`src/rtl/divide_pkg.sv`:
```
// Shared calculator definitions for the sequential sign-magnitude divider:
// FSM state encoding, operand widths and the divide-by-zero saturation value.
package divide_pkg;

    localparam int MAG_W  = 15;
    localparam int WORD_W = 16;

    localparam logic [MAG_W-1:0] DIV_ZERO_SAT = 15'h7FFF;

    typedef enum logic [3:0] {
        IDLE = 4'b0001,
        SET  = 4'b0010,
        ITER = 4'b0100,
        FIN  = 4'b1000
    } state_t;

    // Build a sign-magnitude word, never producing negative zero.
    function automatic logic [WORD_W-1:0] sm_pack(input logic sign, input logic [MAG_W-1:0] mag);
        return {sign & (|mag), mag};
    endfunction

endpackage

```
`src/rtl/adder15.sv`:
```
// 15-bit adder/subtractor; in subtract mode cOut=1 means no borrow (a >= b).
module adder15
    import divide_pkg::*;
(
    input  logic [MAG_W-1:0] a,
    input  logic [MAG_W-1:0] b,
    input  logic             sub,
    output logic [MAG_W-1:0] sum,
    output logic             cOut
);

    logic [MAG_W-1:0] b_eff_s;
    logic [MAG_W:0]   full_s;

    assign b_eff_s = sub ? ~b : b;
    assign full_s  = {1'b0, a} + {1'b0, b_eff_s} + {{MAG_W{1'b0}}, sub};
    assign sum     = full_s[MAG_W-1:0];
    assign cOut    = full_s[MAG_W];

endmodule

```
`src/rtl/divide.sv`:
```
// Sequential restoring sign-magnitude divider, one quotient bit per cycle.
// Optional remainder register is built when DIVIDE_REMAINDER_EN is defined.
module divide
    import divide_pkg::*;
(
    input  logic              clk,
    input  logic              RST,
    input  logic [WORD_W-1:0] INn1,
    input  logic [WORD_W-1:0] INn2,
    input  logic              start,
    output logic [WORD_W-1:0] out,
    output logic [WORD_W-1:0] rem,
    output logic              finish,
    output logic              div_zero
);

    state_t            state_r;
    state_t            state_next_s;
    logic [MAG_W-1:0]  prem_r;
    logic [MAG_W-1:0]  dvd_r;
    logic [MAG_W-1:0]  dvs_r;
    logic [3:0]        count_r;
    logic              q_sign_r;
    logic [WORD_W-1:0] out_r;
    logic              div_zero_r;

    logic [MAG_W-1:0]  shift_s;
    logic [MAG_W-1:0]  trial_s;
    logic              c_out_s;
    logic              accept_s;
    logic [MAG_W-1:0]  prem_next_s;
    logic [MAG_W-1:0]  dvd_next_s;
    logic              divisor_zero_s;
    logic              last_iter_s;
    logic              dvd_sign_s;

    assign divisor_zero_s = (INn2[MAG_W-1:0] == {MAG_W{1'b0}});
    assign last_iter_s    = (count_r == 4'd14);
    assign dvd_sign_s     = INn1[WORD_W-1] & (|INn1[MAG_W-1:0]);

    // Next partial remainder: shift in the next dividend bit, subtract the divisor.
    assign shift_s = {prem_r[MAG_W-2:0], dvd_r[MAG_W-1]};

    adder15 u_trial (
        .a    (shift_s),
        .b    (dvs_r),
        .sub  (1'b1),
        .sum  (trial_s),
        .cOut (c_out_s)
    );

    // The bit shifted out of prem makes the shifted value exceed any 15-bit divisor.
    assign accept_s    = prem_r[MAG_W-1] | c_out_s;
    assign prem_next_s = accept_s ? trial_s : shift_s;
    assign dvd_next_s  = {dvd_r[MAG_W-2:0], accept_s};

    // State register.
    always_ff @(posedge clk or posedge RST) begin
        if (RST) begin
            state_r <= IDLE;
        end else begin
            state_r <= state_next_s;
        end
    end

    // Next-state decode.
    always_comb begin
        state_next_s = state_r;
        case (state_r)
            IDLE: begin
                if (start) state_next_s = SET;
                else       state_next_s = IDLE;
            end
            SET: begin
                if (divisor_zero_s) state_next_s = FIN;
                else                state_next_s = ITER;
            end
            ITER: begin
                if (last_iter_s) state_next_s = FIN;
                else             state_next_s = ITER;
            end
            FIN: begin
                if (start) state_next_s = FIN;
                else       state_next_s = IDLE;
            end
            default: state_next_s = IDLE;
        endcase
    end

    // Datapath: operand capture, iteration and quotient result registers.
    always_ff @(posedge clk or posedge RST) begin
        if (RST) begin
            prem_r     <= {MAG_W{1'b0}};
            dvd_r      <= {MAG_W{1'b0}};
            dvs_r      <= {MAG_W{1'b0}};
            count_r    <= 4'd0;
            q_sign_r   <= 1'b0;
            out_r      <= {WORD_W{1'b0}};
            div_zero_r <= 1'b0;
        end else begin
            case (state_r)
                SET: begin
                    dvd_r    <= INn1[MAG_W-1:0];
                    dvs_r    <= INn2[MAG_W-1:0];
                    q_sign_r <= INn1[WORD_W-1] ^ INn2[WORD_W-1];
                    prem_r   <= {MAG_W{1'b0}};
                    count_r  <= 4'd0;
                    if (divisor_zero_s) begin
                        div_zero_r <= 1'b1;
                        out_r      <= sm_pack(dvd_sign_s, DIV_ZERO_SAT);
                    end else begin
                        div_zero_r <= 1'b0;
                        out_r      <= {WORD_W{1'b0}};
                    end
                end
                ITER: begin
                    prem_r  <= prem_next_s;
                    dvd_r   <= dvd_next_s;
                    count_r <= count_r + 4'd1;
                    if (last_iter_s) begin
                        out_r <= sm_pack(q_sign_r, dvd_next_s);
                    end else begin
                        out_r <= out_r;
                    end
                end
                default: begin
                    prem_r <= prem_r;
                end
            endcase
        end
    end

`ifdef DIVIDE_REMAINDER_EN
    logic [WORD_W-1:0] rem_r;
    logic              r_sign_r;

    // Remainder result register; takes the dividend sign (truncating division).
    always_ff @(posedge clk or posedge RST) begin
        if (RST) begin
            rem_r    <= {WORD_W{1'b0}};
            r_sign_r <= 1'b0;
        end else begin
            case (state_r)
                SET: begin
                    r_sign_r <= INn1[WORD_W-1];
                    if (divisor_zero_s) rem_r <= sm_pack(INn1[WORD_W-1], INn1[MAG_W-1:0]);
                    else                rem_r <= {WORD_W{1'b0}};
                end
                ITER: begin
                    if (last_iter_s) rem_r <= sm_pack(r_sign_r, prem_next_s);
                    else             rem_r <= rem_r;
                end
                default: begin
                    rem_r <= rem_r;
                end
            endcase
        end
    end

    assign rem = rem_r;
`else
    assign rem = 16'h0000;
`endif

    assign out      = out_r;
    assign div_zero = div_zero_r;
    assign finish   = (state_r == FIN);

endmodule

```
`config.mk`:
```
export PLATFORM = sky130hd
export DESIGN_NAME = divide
export DESIGN_NICKNAME = d
export VERILOG_FILES = /design/src/rtl/divide_pkg.sv /design/src/rtl/adder15.sv /design/src/rtl/divide.sv
export SDC_FILE = /design/constraint.sdc
export NUM_CORES = 1
export LEC_CHECK = 0
export ABC_AREA = 1
export CAP_MARGIN = 40
export CORE_MARGIN = 5
export CORE_UTILIZATION = 56
export CTS_CLUSTER_SIZE = 20
export DETAILED_ROUTE_END_ITERATION = 10
export HOLD_SLACK_MARGIN = 0.12
export PLACE_DENSITY = 0.86
export SYNTH_ARGS = -nofsm -noshare
export SYNTH_HDL_FRONTEND = slang
export SYNTH_HIERARCHICAL = 1
export SYNTH_SLANG_ARGS = --single-unit
```
`constraint.sdc`:
```
create_clock -name clk -period 4.3 [get_ports clk]
set_input_delay 0.86 -clock clk [delete_from_list [all_inputs] [get_ports clk]]
set_output_delay 0.86 -clock clk [all_outputs]
set_load 0.1 [all_outputs]
```
**After elaboration in Yosys (flattened, before gate mapping)**

Cells that the tools add are included.

- Input port bits: 35
- Register bits after elaboration: 71
- Word-level logic and storage cells: 40

- Reductions and logical operators: 5
- Muxes and demuxes: 13
- Equality and inequality tests: 6
- Add/sub/neg operators: 3
- Bitwise logic cells: 5

Operators by type and width:

| cell | count |
|---|---|
| case mux 15 bit (2 select lines) | 2 |
| 2-to-1 mux 16 bit | 2 |
| case mux 16 bit (2 select lines) | 1 |
| OR reduction 15 bit | 2 |
| adder 15 x 15 -> 16 bit | 1 |
| adder 16 x 1 -> 16 bit, second input constant | 1 |
| case mux 4 bit (4 select lines) | 1 |
| logical NOT 15 bit | 1 |
| 2-to-1 mux 15 bit | 1 |
| inverter 15 bit | 1 |
| 2-to-1 mux 4 bit | 3 |
| == test 4 bit, second input constant | 2 |
| case mux 4 bit (2 select lines) | 1 |
| adder 4 x 1 -> 4 bit, second input constant | 1 |
| == test 4 x 1 -> 1 bit, second input constant | 1 |
| == test 4 x 2 -> 1 bit, second input constant | 1 |
| == test 4 x 3 -> 1 bit, second input constant | 1 |
| AND 1 bit | 2 |
| 2-to-1 mux 2 bit | 1 |
| inequality test 2 bit, second input constant | 1 |
| AND reduction 2 bit | 1 |
| nonzero test 2 bit | 1 |
| 2-to-1 mux 1 bit | 1 |
| bitwise OR 1 bit | 1 |
| bitwise XOR 1 bit | 1 |

**Logic depth before layout (Yosys ltp)**

- Depth in word-level cells: 8
- Depth in mapped cells: 20

**Modules after synthesis**

The synthesis kept the hierarchy.

Modules (own cells, without submodules):

| module | area an instance (µm²) | instances | cells an instance |
|---|---|---|---|
| divide | 3427.0 | 1 | 401 |
| adder15 | 1109.8 | 1 | 199 |

**Worst setup path after synthesis**

OpenSTA, ideal clock, no wires.

- Path kind: register -> register
- From: reg dvs_r[9]
- To: reg prem_r[10]
- Cell stages (with the launch flop): 14
- Arrival time: 2.027 ns
- Buffers on the path: 1
- Data required time: 4.171 ns
- Library setup time: 0.129 ns
- Period minus slack after synthesis: 2.156 ns
- Setup slack: 2.144 ns
- Cell sequence: dfrtp_1 > xor2_1 > ha_1 > nand2_2 > inv_1 > a21oi_2 > nor2_1 > nor2_1 > nand3_1 > nor2_1 > clkbuf_1 > a21oi_1 > o21ai_0 > o21ai_0

- Longest elaborated chain between the ends: 6

Ends and longest elaborated chain:

| element | line | text |
|---|---|---|
| start: declaration | divide.sv:21 | `logic [MAG_W-1:0] dvs_r;` |
| start signal: assignment | divide.sv:95 | `dvs_r <= {MAG_W{1'b0}};` |
| start signal: assignment | divide.sv:104 | `dvs_r <= INn2[MAG_W-1:0];` |
| inverter 15 bit | adder15.sv:15 | `assign b_eff_s = sub ? ~b : b;` |
| adder 15 x 15 -> 16 bit | adder15.sv:16 | `assign full_s = {1'b0, a} + {1'b0, b_eff_s} + {{MAG_W{1'b0}}, sub};` |
| adder 16 x 1 -> 16 bit | adder15.sv:16 |  |
| net c_out_s | divide.sv:29 | `logic c_out_s;` |
| bitwise OR 1 bit | divide.sv:53 | `assign accept_s = prem_r[MAG_W-1] \| c_out_s;` |
| 2-to-1 mux 15 bit | divide.sv:54 | `assign prem_next_s = accept_s ? trial_s : shift_s;` |
| case mux 15 bit (2 select lines) | divide.sv:101 | `case (state_r)` |
| end signal: assignment | divide.sv:93 | `prem_r <= {MAG_W{1'b0}};` |
| end signal: assignment | divide.sv:106 | `prem_r <= {MAG_W{1'b0}};` |
| end signal: assignment | divide.sv:117 | `prem_r <= prem_next_s;` |
| end: declaration | divide.sv:19 | `logic [MAG_W-1:0] prem_r;` |

The timed path passes the listed nets, and every way through them passes these cells.
A chain may end at the register's enable or synchronous reset.

**Worst setup path after layout**

- From: reg dvs_r[10]
- To: reg prem_r[9]

Same word-level chain as after synthesis.

==> qor.txt <==
# nets final - 716
Synth async-reset ratio - 100%
status - completed
antenna diode count - 0
clk slew on worst S/H paths - 0.08 ns
die height - 100 um
Filler cells - 572
crit path launch type - flip-flop
critical path type - reg2reg
Die ar. - 10,000 sq um
cell-internal power - 2.34 mW
max incr delay on CP - 0.40 ns
Via density - 5.45
Switching Share - 51.1%
largest net degree at the start of global routing - 43
Row Count - 32
dpl ws - 1.63 ns
Port Buffer Count - 52
Comb power frac - 61.8%
Final Power - 4.79 mW
worst vdd ir - 0.668 mV
RSZ-0062 raised after global routing - no
post-synthesis cell area - 4540 sq um
CTS Hold Bufs - 0
Critical Path Sink Type - flip-flop
dpl hpwl - 8300 um
number of synthesized flops with an enable pin - 0
DR vias - 4,194
Final Critical Period - 2.72 ns
clock insertion delay at the later pin of the skew report - 0.36 ns
Final Core Density - 70.5%
CTS Sinks - 71
Reg power frac - 25.2%
post-route ant nets - 0
Clk pwr share - 13.0%
final hold vios - 0
cts bufs inserted - 9
Syn Area/Cell - 7.56 sq um
top cells by area, synth - dfrtp_1 39%, nand2_1 14%, nor2_1 5.3%
crit-path most repeated cell - nor2_1
Max Cap Viol - 0
worst path arrival time - 2.92 ns
leakage - 2.77 nW
wirelength, routed - 11,800 um
Synth Register Bits - 71
critical-path cell list - xor2_1 > ha_1 > nand2_2 > inv_1 > a21oi_2 > nor2_1 > nor2_1 > nand3_1 > nor2_1 > buf_4 > a21oi_1 > o21ai_0 > o21ai_0
hold crit path type - reg2reg
Initial Util - 58.1%
Global Route Usage Sum - 24.8%
Boundary Pins - 69
placed cell count - 754
# setup viols final - 0
Detailed Routing Iterations Pass 1 - 5
Slew Viols, Final - 0
first-pass GRT wire length - 19,900 um
P_sw - 2.45 mW
residual DRC count - 0
setup_tns - 0 ns
area grow syn2layout - 21.3%
Slew @ Worst Pin - 0.623 ns
final worst setup slack - 1.58 ns
Die W - 100 um
number of post-CTS setup repair buffers - 0
CTS resizes - 0
register area share after synthesis - 39.2%
Yosys warning total - 6
CP delay by family, top - simple AND/OR/NAND/NOR gates
post-synth top area share - 38.6%
Critical Path RT - 4.50 ns
initial antenna violation count - 0
htree depth - 3
core area - 7810 sq um
fraction of layout cells with a size suffix above 1 - 12.0%
vias in the first global route - 4,349
grt ovf - 0
normalized max-slew margin - 58.4%
CTS tree - yes
wire per inst - 15.4 um
Power per Cell Area - 870 nW/um^2
Yosys cell types - 39
crit-path max FO - 24
placer congestion estimate - 0.898
FMAX - 367 MHz
worst clock skew - 0.0114 ns
Worst Path Buf+Inv - 2
Root Buffer - clkbuf_8
Initial DRC Count - 362
clk buf depth - 2
dominant synthesized flop cell - dfrtp_1
final cycle utilization of the critical path - 63.3%
post-synth top area cell - dfrtp_1
slowest cell on the critical path - dfrtp_1
Cells after Synth - 600
Layout Cells excl Fill - 770
==> flip-flops by register name, summed over array words and instances, names as in the netlist <==
register and flops:
dvd_r 15, div_zero 1, count_r 4, prem_r 15
state_r 4, dvs_r 15, out 16, q_sign_r 1
==> metal layers <==
metal / GRT usage [%] / share of wire (%)
met5: 0 / 0
met4: 12.0 / 4.0
met3: 5.35 / 6.5
met2: 42.5 / 51
met1: 29.7 / 39
==> metrics by stage <==
stage | cell area, sq um | hold WS, ns
finish | 5510 | 0.495
global route | 5510 | 0.528
CTS | 5510 | 0.495
detailed placement | 5280 | 0.483
global placement | 4990 | 0.466
floorplan | 4590 | 0.445
==> worst register-to-register path, stage by stage, from the launching register on <==
cell	delay, ns
dfrtp_1	0.40
xor2_1	0.16
ha_1	0.31
nand2_2	0.15
inv_1	0.07
a21oi_2	0.20
nor2_1	0.06
nor2_1	0.09
nand3_1	0.12
nor2_1	0.37
buf_4	0.33
a21oi_1	0.10
o21ai_0	0.09
o21ai_0	0.12
==> synthesized netlist by cell type (2+ instances only) <==
cell,n
buf_2,6
dfrtp_1,70
nor2_4,2
xor2_1,20
a21oi_2,11
nand3_2,3
ha_1,17
nand3_1,44
nand2_4,4
buf_4,20
o21ai_0,35
nand2_1,170
nand4_1,3
nand2_2,7
inv_2,5
a21oi_1,27
nor3_2,2
conb_1,2
clkbuf_1,4
o211ai_1,2
inv_1,58
buf_6,5
nor2_1,64
nor2_2,3
xnor2_1,2
==> cell families after synthesis <==
family,synth area share [%]
AO/OA/AOI/OAI,10.1
XOR/XNOR,4.25
adder cells (fa/ha/maj),5.13
buffers and inverters,11.6
flip-flops,39.2
multiplexers,0.221
other,0.166
AND/OR/NAND/NOR,29.3
==> final timing paths <==
path	start	slack (ns)	cells after the start	end
hold reg to reg	count_r[3]$_DFFE_PP0P_	0.49	1	count_r[3]$_DFFE_PP0P_
max in group asynchronous	RST	2.74	3	state_r[0]$_DFF_PP1_
hold / removal	count_r[3]$_DFFE_PP0P_	0.49	1	count_r[3]$_DFFE_PP0P_
min in group asynchronous	RST	0.80	2	dvs_r[13]$_DFFE_PP0P_
setup / recovery	dvs_r[10]$_DFFE_PP0P_	1.58	13	prem_r[9]$_DFFE_PP0P_
setup reg to reg	dvs_r[10]$_DFFE_PP0P_	1.58	13	prem_r[9]$_DFFE_PP0P_
==> placed cells by master (no fill, tap or decap), types with 2 or more instances in the layout <==
cell type        netlist  routed
nand2_1              170     170
dfrtp_1               70      70
nor2_1                64      64
inv_1                 58      57
clkdlybuf4s50_1        0      52
nand3_1               44      44
o21ai_0               35      35
a21oi_1               27      27
xor2_1                20      20
ha_1                  17      17
conb_1                 2      17
buf_8                  0      17
a21oi_2               11      11
clkbuf_8               0      11
nand2_2                7       7
inv_2                  5       6
nand2_4                4       4
nor2_2                 3       3
nand3_2                3       3
nand4_1                3       3
buf_4                 20       3
inv_6                  1       2
o211ai_1               2       2
xnor2_1                2       2
bufinv_16              0       2
clkinv_2               0       2
nor2_4                 2       2
nor3_2                 2       2
==> final cells by class <==
cell class	count	area, sq um	share of cell area (%)
inverters	66	255	4.64
well taps	102	128	2.32
flip-flops and latches	71	1780	32.3
repair buffers	73	826	15.0
clock buffers	11	151	2.75
multi-input cells	442	2290	41.6
clock inverters	5	78.8	1.43
==> power by group through the flow <==
stage | logic [mW] | registers (mW) | clock network [mW]
4_1_cts | 2.94 | 1.20 | 0.622
3_3_place_gp | 2.53 | 1.19 | 0
2_1_floorplan | 1.50 | 1.75 | 0
6_report | 2.96 | 1.21 | 0.623
5_1_grt | 3.20 | 1.24 | 0.654
3_5_place_dp | 2.89 | 1.21 | 0
(Power assumes the default switching activity.)
